[src/rtl/polynomial_pkg.sv]
// Shared float-word types for the polynomial tap loader and the downstream estimator.
package polynomial_pkg;

    localparam int C_FP_DWIDTH = 32;

    typedef logic [C_FP_DWIDTH-1:0] float_t;

endpackage

[src/rtl/polynomial_tap_loader_if.sv]
// Coefficient stream into the tap loader: one float word per valid/ready beat, last marks set end.
interface polynomial_tap_loader_if;
    import polynomial_pkg::*;

    float_t coef_din;
    logic   coef_din_valid;
    logic   coef_din_last;
    logic   coef_din_ready;

    modport master (
        output coef_din,
        output coef_din_valid,
        output coef_din_last,
        input  coef_din_ready
    );

    modport slave (
        input  coef_din,
        input  coef_din_valid,
        input  coef_din_last,
        output coef_din_ready
    );

endinterface

[src/rtl/polynomial_tap_loader.sv]
// Double-buffered polynomial tap store: a framed coefficient stream fills the shadow bank,
// which becomes the active (read) bank once the downstream estimator is idle.
module polynomial_tap_loader
    import polynomial_pkg::*;
#(
    parameter int G_POLY_ORDER = 5
) (
    input  logic                          clk,
    input  logic                          reset,
    input  logic                          enable,
    polynomial_tap_loader_if.slave        coef,
    input  logic                          consumer_busy,
    input  logic                          tap_rd_en,
    input  logic [7:0]                    tap_rd_addr,
    output float_t                        tap_rd_data,
    output logic                          tap_rd_valid,
    output logic                          taps_valid,
    output logic                          swap_pending,
    output logic                          load_error
);

    localparam int                 C_IDX_W    = $clog2(G_POLY_ORDER);
    localparam logic [C_IDX_W-1:0] C_LAST_IDX = C_IDX_W'(G_POLY_ORDER - 1);
    localparam logic [7:0]         C_ORDER_8  = 8'(G_POLY_ORDER);

    typedef enum logic [1:0] {
        SM_INIT,
        SM_LOAD,
        SM_WAIT_SWAP,
        SM_SWAP
    } state_t;

    state_t               state;
    logic [C_IDX_W-1:0]   word_idx;
    logic                 bank_ptr;
    logic                 coef_ready_q;
    float_t               banks [2][G_POLY_ORDER];

    logic                 word_accept;
    logic                 at_last_idx;
    logic                 framing_bad;

    assign coef.coef_din_ready = coef_ready_q;
    assign word_accept         = coef.coef_din_valid & coef_ready_q;
    assign at_last_idx         = (word_idx == C_LAST_IDX);
    // A set is well framed only when last coincides exactly with the final tap slot.
    assign framing_bad         = (coef.coef_din_last != at_last_idx);

    // Control FSM plus both banks; outputs are registered alongside the state so they
    // change on the same edge as the transition that implies them.
    always_ff @(posedge clk) begin
        // NOTE: state uses non-blocking assignments so every register samples pre-edge values.
        if (reset) begin
            state        <= SM_INIT;
            word_idx     <= '0;
            bank_ptr     <= 1'b0;
            coef_ready_q <= 1'b0;
            taps_valid   <= 1'b0;
            swap_pending <= 1'b0;
            load_error   <= 1'b0;
            // NOTE: the banks are small register arrays with a defined all-zero reset image, not RAM.
            banks        <= '{default: '0};
        end else begin
            load_error <= 1'b0;
            if (!enable) begin
                state        <= SM_INIT;
                word_idx     <= '0;
                coef_ready_q <= 1'b0;
                swap_pending <= 1'b0;
            end else begin
                case (state)
                    SM_INIT: begin
                        state        <= SM_LOAD;
                        coef_ready_q <= 1'b1;
                    end
                    SM_LOAD: begin
                        if (word_accept) begin
                            if (framing_bad) begin
                                load_error <= 1'b1;
                                word_idx   <= '0;
                            end else begin
                                banks[~bank_ptr][word_idx] <= coef.coef_din;
                                if (at_last_idx) begin
                                    word_idx     <= '0;
                                    state        <= SM_WAIT_SWAP;
                                    coef_ready_q <= 1'b0;
                                    swap_pending <= 1'b1;
                                end else begin
                                    word_idx <= word_idx + C_IDX_W'(1);
                                end
                            end
                        end
                    end
                    SM_WAIT_SWAP: begin
                        if (!consumer_busy) begin
                            state <= SM_SWAP;
                        end
                    end
                    SM_SWAP: begin
                        bank_ptr     <= ~bank_ptr;
                        taps_valid   <= 1'b1;
                        state        <= SM_LOAD;
                        coef_ready_q <= 1'b1;
                        swap_pending <= 1'b0;
                    end
                    default: begin
                        state        <= SM_INIT;
                        coef_ready_q <= 1'b0;
                        swap_pending <= 1'b0;
                    end
                endcase
            end
        end
    end

    // Read port runs independently of the FSM and enable; bank_ptr is sampled pre-toggle,
    // so a read issued in the swap cycle still sees the old bank.
    always_ff @(posedge clk) begin
        if (reset) begin
            tap_rd_valid <= 1'b0;
            tap_rd_data  <= '0;
        end else begin
            tap_rd_valid <= tap_rd_en;
            if (tap_rd_en) begin
                tap_rd_data <= (tap_rd_addr < C_ORDER_8)
                             ? banks[bank_ptr][tap_rd_addr[C_IDX_W-1:0]]
                             : '0;
            end
        end
    end

endmodule

[src/flat_wrapper.sv]
// flat-port wrapper written by rule: the top's interface ports become plain ports
module polynomial_tap_loader_flat import polynomial_pkg::*;
#(
    parameter int G_POLY_ORDER = 5
)
  (clk, reset, enable, consumer_busy, tap_rd_en, tap_rd_addr, tap_rd_data, tap_rd_valid, taps_valid, swap_pending, load_error, coef_coef_din, coef_coef_din_valid, coef_coef_din_last, coef_coef_din_ready);
  polynomial_tap_loader_if coef_i ();
  input  logic clk;
  input  logic reset;
  input  logic enable;
  input  logic consumer_busy;
  input  logic tap_rd_en;
  input  logic [7:0] tap_rd_addr;
  output float_t tap_rd_data;
  output logic tap_rd_valid;
  output logic taps_valid;
  output logic swap_pending;
  output logic load_error;
  input wire logic [$bits(coef_i.coef_din)-1:0] coef_coef_din;
  input wire logic [$bits(coef_i.coef_din_valid)-1:0] coef_coef_din_valid;
  input wire logic [$bits(coef_i.coef_din_last)-1:0] coef_coef_din_last;
  output wire logic [$bits(coef_i.coef_din_ready)-1:0] coef_coef_din_ready;
  assign coef_i.coef_din = coef_coef_din;
  assign coef_i.coef_din_valid = coef_coef_din_valid;
  assign coef_i.coef_din_last = coef_coef_din_last;
  assign coef_coef_din_ready = coef_i.coef_din_ready;
  polynomial_tap_loader #(.G_POLY_ORDER(G_POLY_ORDER)) u_core (.clk(clk), .reset(reset), .enable(enable), .coef(coef_i), .consumer_busy(consumer_busy), .tap_rd_en(tap_rd_en), .tap_rd_addr(tap_rd_addr), .tap_rd_data(tap_rd_data), .tap_rd_valid(tap_rd_valid), .taps_valid(taps_valid), .swap_pending(swap_pending), .load_error(load_error));
endmodule
[config.mk]
export PLATFORM = sky130hd
export DESIGN_NAME = polynomial_tap_loader_flat
export DESIGN_NICKNAME = d
export VERILOG_FILES = /design/src/rtl/polynomial_pkg.sv /design/src/rtl/polynomial_tap_loader_if.sv /design/src/rtl/polynomial_tap_loader.sv /design/src/flat_wrapper.sv
export SDC_FILE = /design/constraint.sdc
export NUM_CORES = 1
export LEC_CHECK = 0
export ABC_AREA = 1
export CORE_UTILIZATION = 44
export DETAILED_ROUTE_END_ITERATION = 12
export PLACE_DENSITY = 0.68
export SYNTH_ARGS = -nofsm -noshare
export SYNTH_HDL_FRONTEND = slang
export SYNTH_SLANG_ARGS = --single-unit
[constraint.sdc]
create_clock -name clk -period 2.4 [get_ports clk]
set_clock_uncertainty 0.1 [all_clocks]
set_input_delay 0.6 -clock clk [delete_from_list [all_inputs] [get_ports clk]]
set_output_delay 0.6 -clock clk [all_outputs]
set_load 0.05 [all_outputs]
==> metrics <==
final WL 49,500 um; Worst-Margin Slew about 0.53 ns; delay of the slowest cell on the worst path 0.80 ns; share of the clock period used by the worst path 98.3%; # diodes 0; endpoint of the worst hold-timing path u_core.banks[221]$_SDFFE_PP0P_; launching element of the worst setup path u_core.tap_rd_data[14]$_SDFFE_PP0P_; minimum period implied by the final worst setup slack roughly 2.4 ns; final instance area 0.0186 mm2; clock transition time at the flip-flop clock pins of the worst setup and hold paths around 0.060 ns; global-route wire length before repair 78,200 um; cell area after synthesis 0.0158 mm2; number of unique standard cell types used by synthesis 24; CP Class reg2out; internal reg-to-reg setup slack about 0.23 ns; deepest clock path buffer count 3; length in cells of the worst reg-to-reg path 11; Worst path slowest cell clkdlybuf4s50_1; Die Span Y between 150 and 200 um; Reg2Reg Launch Point u_core.word_idx[0]$_SDFFE_PP0P_; tightest slew margin relative to the limit approximately two thirds; number of instances in the synthesized netlist between 2,000 and 2,500; number of clock sinks 363; sequential share of the synthesized area 46.1%; result of the run completed; post-route ant nets 0; P per Cell Area 694 mW/mm2; 1st-iter DRT viols 1,451; startpoint kind of the worst setup timing path register; M1 GR Usage a little under two fifths; pin count of the biggest net entering global routing 86; critical-path cell list clkdlybuf4s50_1; post-route total power 12.9 mW; total CTS buffers 39; core region area 0.0349 mm2; GRT Residual Overflow 0; clock tree from TritonCTS done; net switching component of the power 3.04 mW; iteration count of the initial detailed-routing pass 5; final weighted congestion in routability-driven placement 0.880; combinational group share of total power 6.3%; average wire per standard cell 18.0 um; net switching share of the total power 23.6%; Post-layout nets 2,308; post-synthesis to final-layout area growth 18.1%; number of global-route vias before repair ~14,000; reported max-cap violation count 0; Die Footprint about 0.037 mm2; total I/O pin count 84; peak fanout along the critical path 2; endpoint kind of the worst setup timing path primary output; Mapped Nets 2,309; share of layout cells above drive strength 1 7.74%; total count of hold-check failures in the final report 0; number of standard-cell rows in the floorplan 68; cell area after placement about 0.017 mm2; Leakage Power 6.76 nW; count of port buffers added during placement 83; Peak supply drop 469 uV; Clk Latency, worst-skew pair 0.54 ns; number of antenna violations at the first check in global routing 1; sum of net half-perimeters after detailed placement 30,200 um; data required time of the worst path 1.70 ns; Flop pwr share between 40% and 50%; H-tree depth reported by CTS 2; hold path cells 2; arrival time at the worst endpoint 1.66 ns; Yosys warning count 0; post-placement cell count ~2,700; max-slew violation count 0; vias per cell between 5 and 6; Avg Cell Area, Syn 6.98 um2; Worst Path Buf+Inv 1; reg2reg end u_core.banks[19]$_SDFFE_PP0P_; fmax 424 MHz; All-Layer GR Usage a little over a quarter; GR met2 Demand/Resource ~44%; # DRC 0; setup fix buffers added after clock tree synthesis 0; most utilized layer in the global route result met2; clock network power share 46.9%; number of register bits inferred by synthesis 363; floorplan die width 191 um; Finish-stage setup viols 0; grt met3 use roughly 4.2%; Initial Util between 40 and 50%; crit-path leading delay family buffers and inverters; internal power consumption ~9.9 mW; fin cells 2,742; total via count after detailed routing 15,100; type of the worst min-delay path reg2reg; clock root buffer clkbuf_16; worst hold path startpoint u_core.banks[221]$_SDFFE_PP0P_
layout make-up:
type	count	area (um2)
multi-input combinational	1566	7200
clock inverter	13	111
clock buffer	59	1190
tap	455	569
timing repair buffer	174	1840
fill	3393	16300
sequential	363	7270
inverter	112	427
cells by family after synthesis:
| logic type | synth area share (%) |
|---|---|
| AO/OA/AOI/OAI | 23.7 |
| flip-flops | 46.1 |
| buffers and inverters | 8.33 |
| AND/OR/NAND/NOR | 21.5 |
| adder cells (fa/ha/maj) | 0.397 |
through the flow:
stage | utilization (%) | hold slack [ns] | setup slack, ns | TNS [ns]
global placement | 49.6 | 0.332 | -0.0898 | -4.07
floorplan | - | 0.324 | 0.336 | 0
detailed placement | 49.6 | 0.335 | -0.112 | -3.31
CTS | 53.3 | 0.345 | 0.000861 | 0
global route | 53.4 | 0.357 | -0.00194 | -0.00194
finish | 53.4 | 0.346 | 0.0416 | 0
worst max-delay path by stage:
stage	endpoint	slack, ns	cells after the start
after floorplan	u_core.banks[277]$_SDFFE_PP0P_	0.34	10
after global placement	u_core.banks[146]$_SDFFE_PP0P_	-0.09	11
after detailed placement	u_core.tap_rd_data[19]$_SDFFE_PP0P_	-0.11	8
after CTS	tap_rd_data[4]	0.0009	1
after global routing	u_core.banks[47]$_SDFFE_PP0P_	-0.002	12
final	tap_rd_data[14]	0.04	1
state kept, by name, summed over array words and instances (netlist names):
name	flops
u_core.load_error	1
u_core.bank_ptr	1
u_core.coef.coef_din_ready	1
u_core.word_idx	3
u_core.tap_rd_valid	1
u_core.swap_pending	1
u_core.taps_valid	1
u_core.banks	320
u_core.tap_rd_data	32
u_core.state	2
layer usage:
metal / wire length, um / vias up / share of wire (%)
li1: - / 7479 / -
met3: 3790 / 86 / 7.7
met4: 1090 / 0 / 2.2
met2: 22500 / 584 / 45
met1: 22100 / 6999 / 45
met5: 0 / - / 0
cell usage in the layout (no fill, tap or decap), types with 2 or more instances in the layout:
master,instances
clkdlybuf4s50_1,51
clkinv_2,10
inv_1,104
a31oi_1,3
buf_4,63
a211oi_1,3
dlymetal6s2s_1,7
clkbuf_8,12
o21ai_1,9
buf_12,27
nand2_1,247
nor2_4,2
nand2_2,7
clkbuf_16,40
nand3_1,187
o211ai_1,21
a21oi_1,308
ha_1,5
inv_6,2
dlygate4sd2_1,24
nor3_1,3
dfxtp_1,361
o21ai_0,387
nor3_4,2
clkinv_1,2
nor2_1,380
clkbuf_1,7
inv_2,4
power by group through the flow:
stage          Sequential [mW]  Clock (mW)  Combinational, mW
5_1_grt                   6.04        6.39              0.899
4_1_cts                   6.04        6.15              0.805
6_report                  6.04        6.06              0.814
2_1_floorplan             6.19           0              0.469
3_3_place_gp              6.18           0              0.792
3_5_place_dp              6.18           0              0.802
cells in the mapped netlist, drive strengths merged:
master	number	area (um2)
inv	110	413
o211ai	21	158
buf	100	457
nor3	5	35.0
a31oi	3	18.8
nand3	187	936
nand2	254	966
ha	5	62.6
clkinv	2	7.51
a211oi	3	22.5
o21ai	396	1980
nor2	383	1450
clkbuf	116	435
a21oi	308	1540
o2111ai	1	8.76
dfxtp	363	7270
timing repair:
action,4_1_cts,5_1_grt
hold buffers,0,0
gates resized for setup,24,10
endpoints found under the setup margin,24,70
No activity file was read; power rests on OpenSTA's default activity.
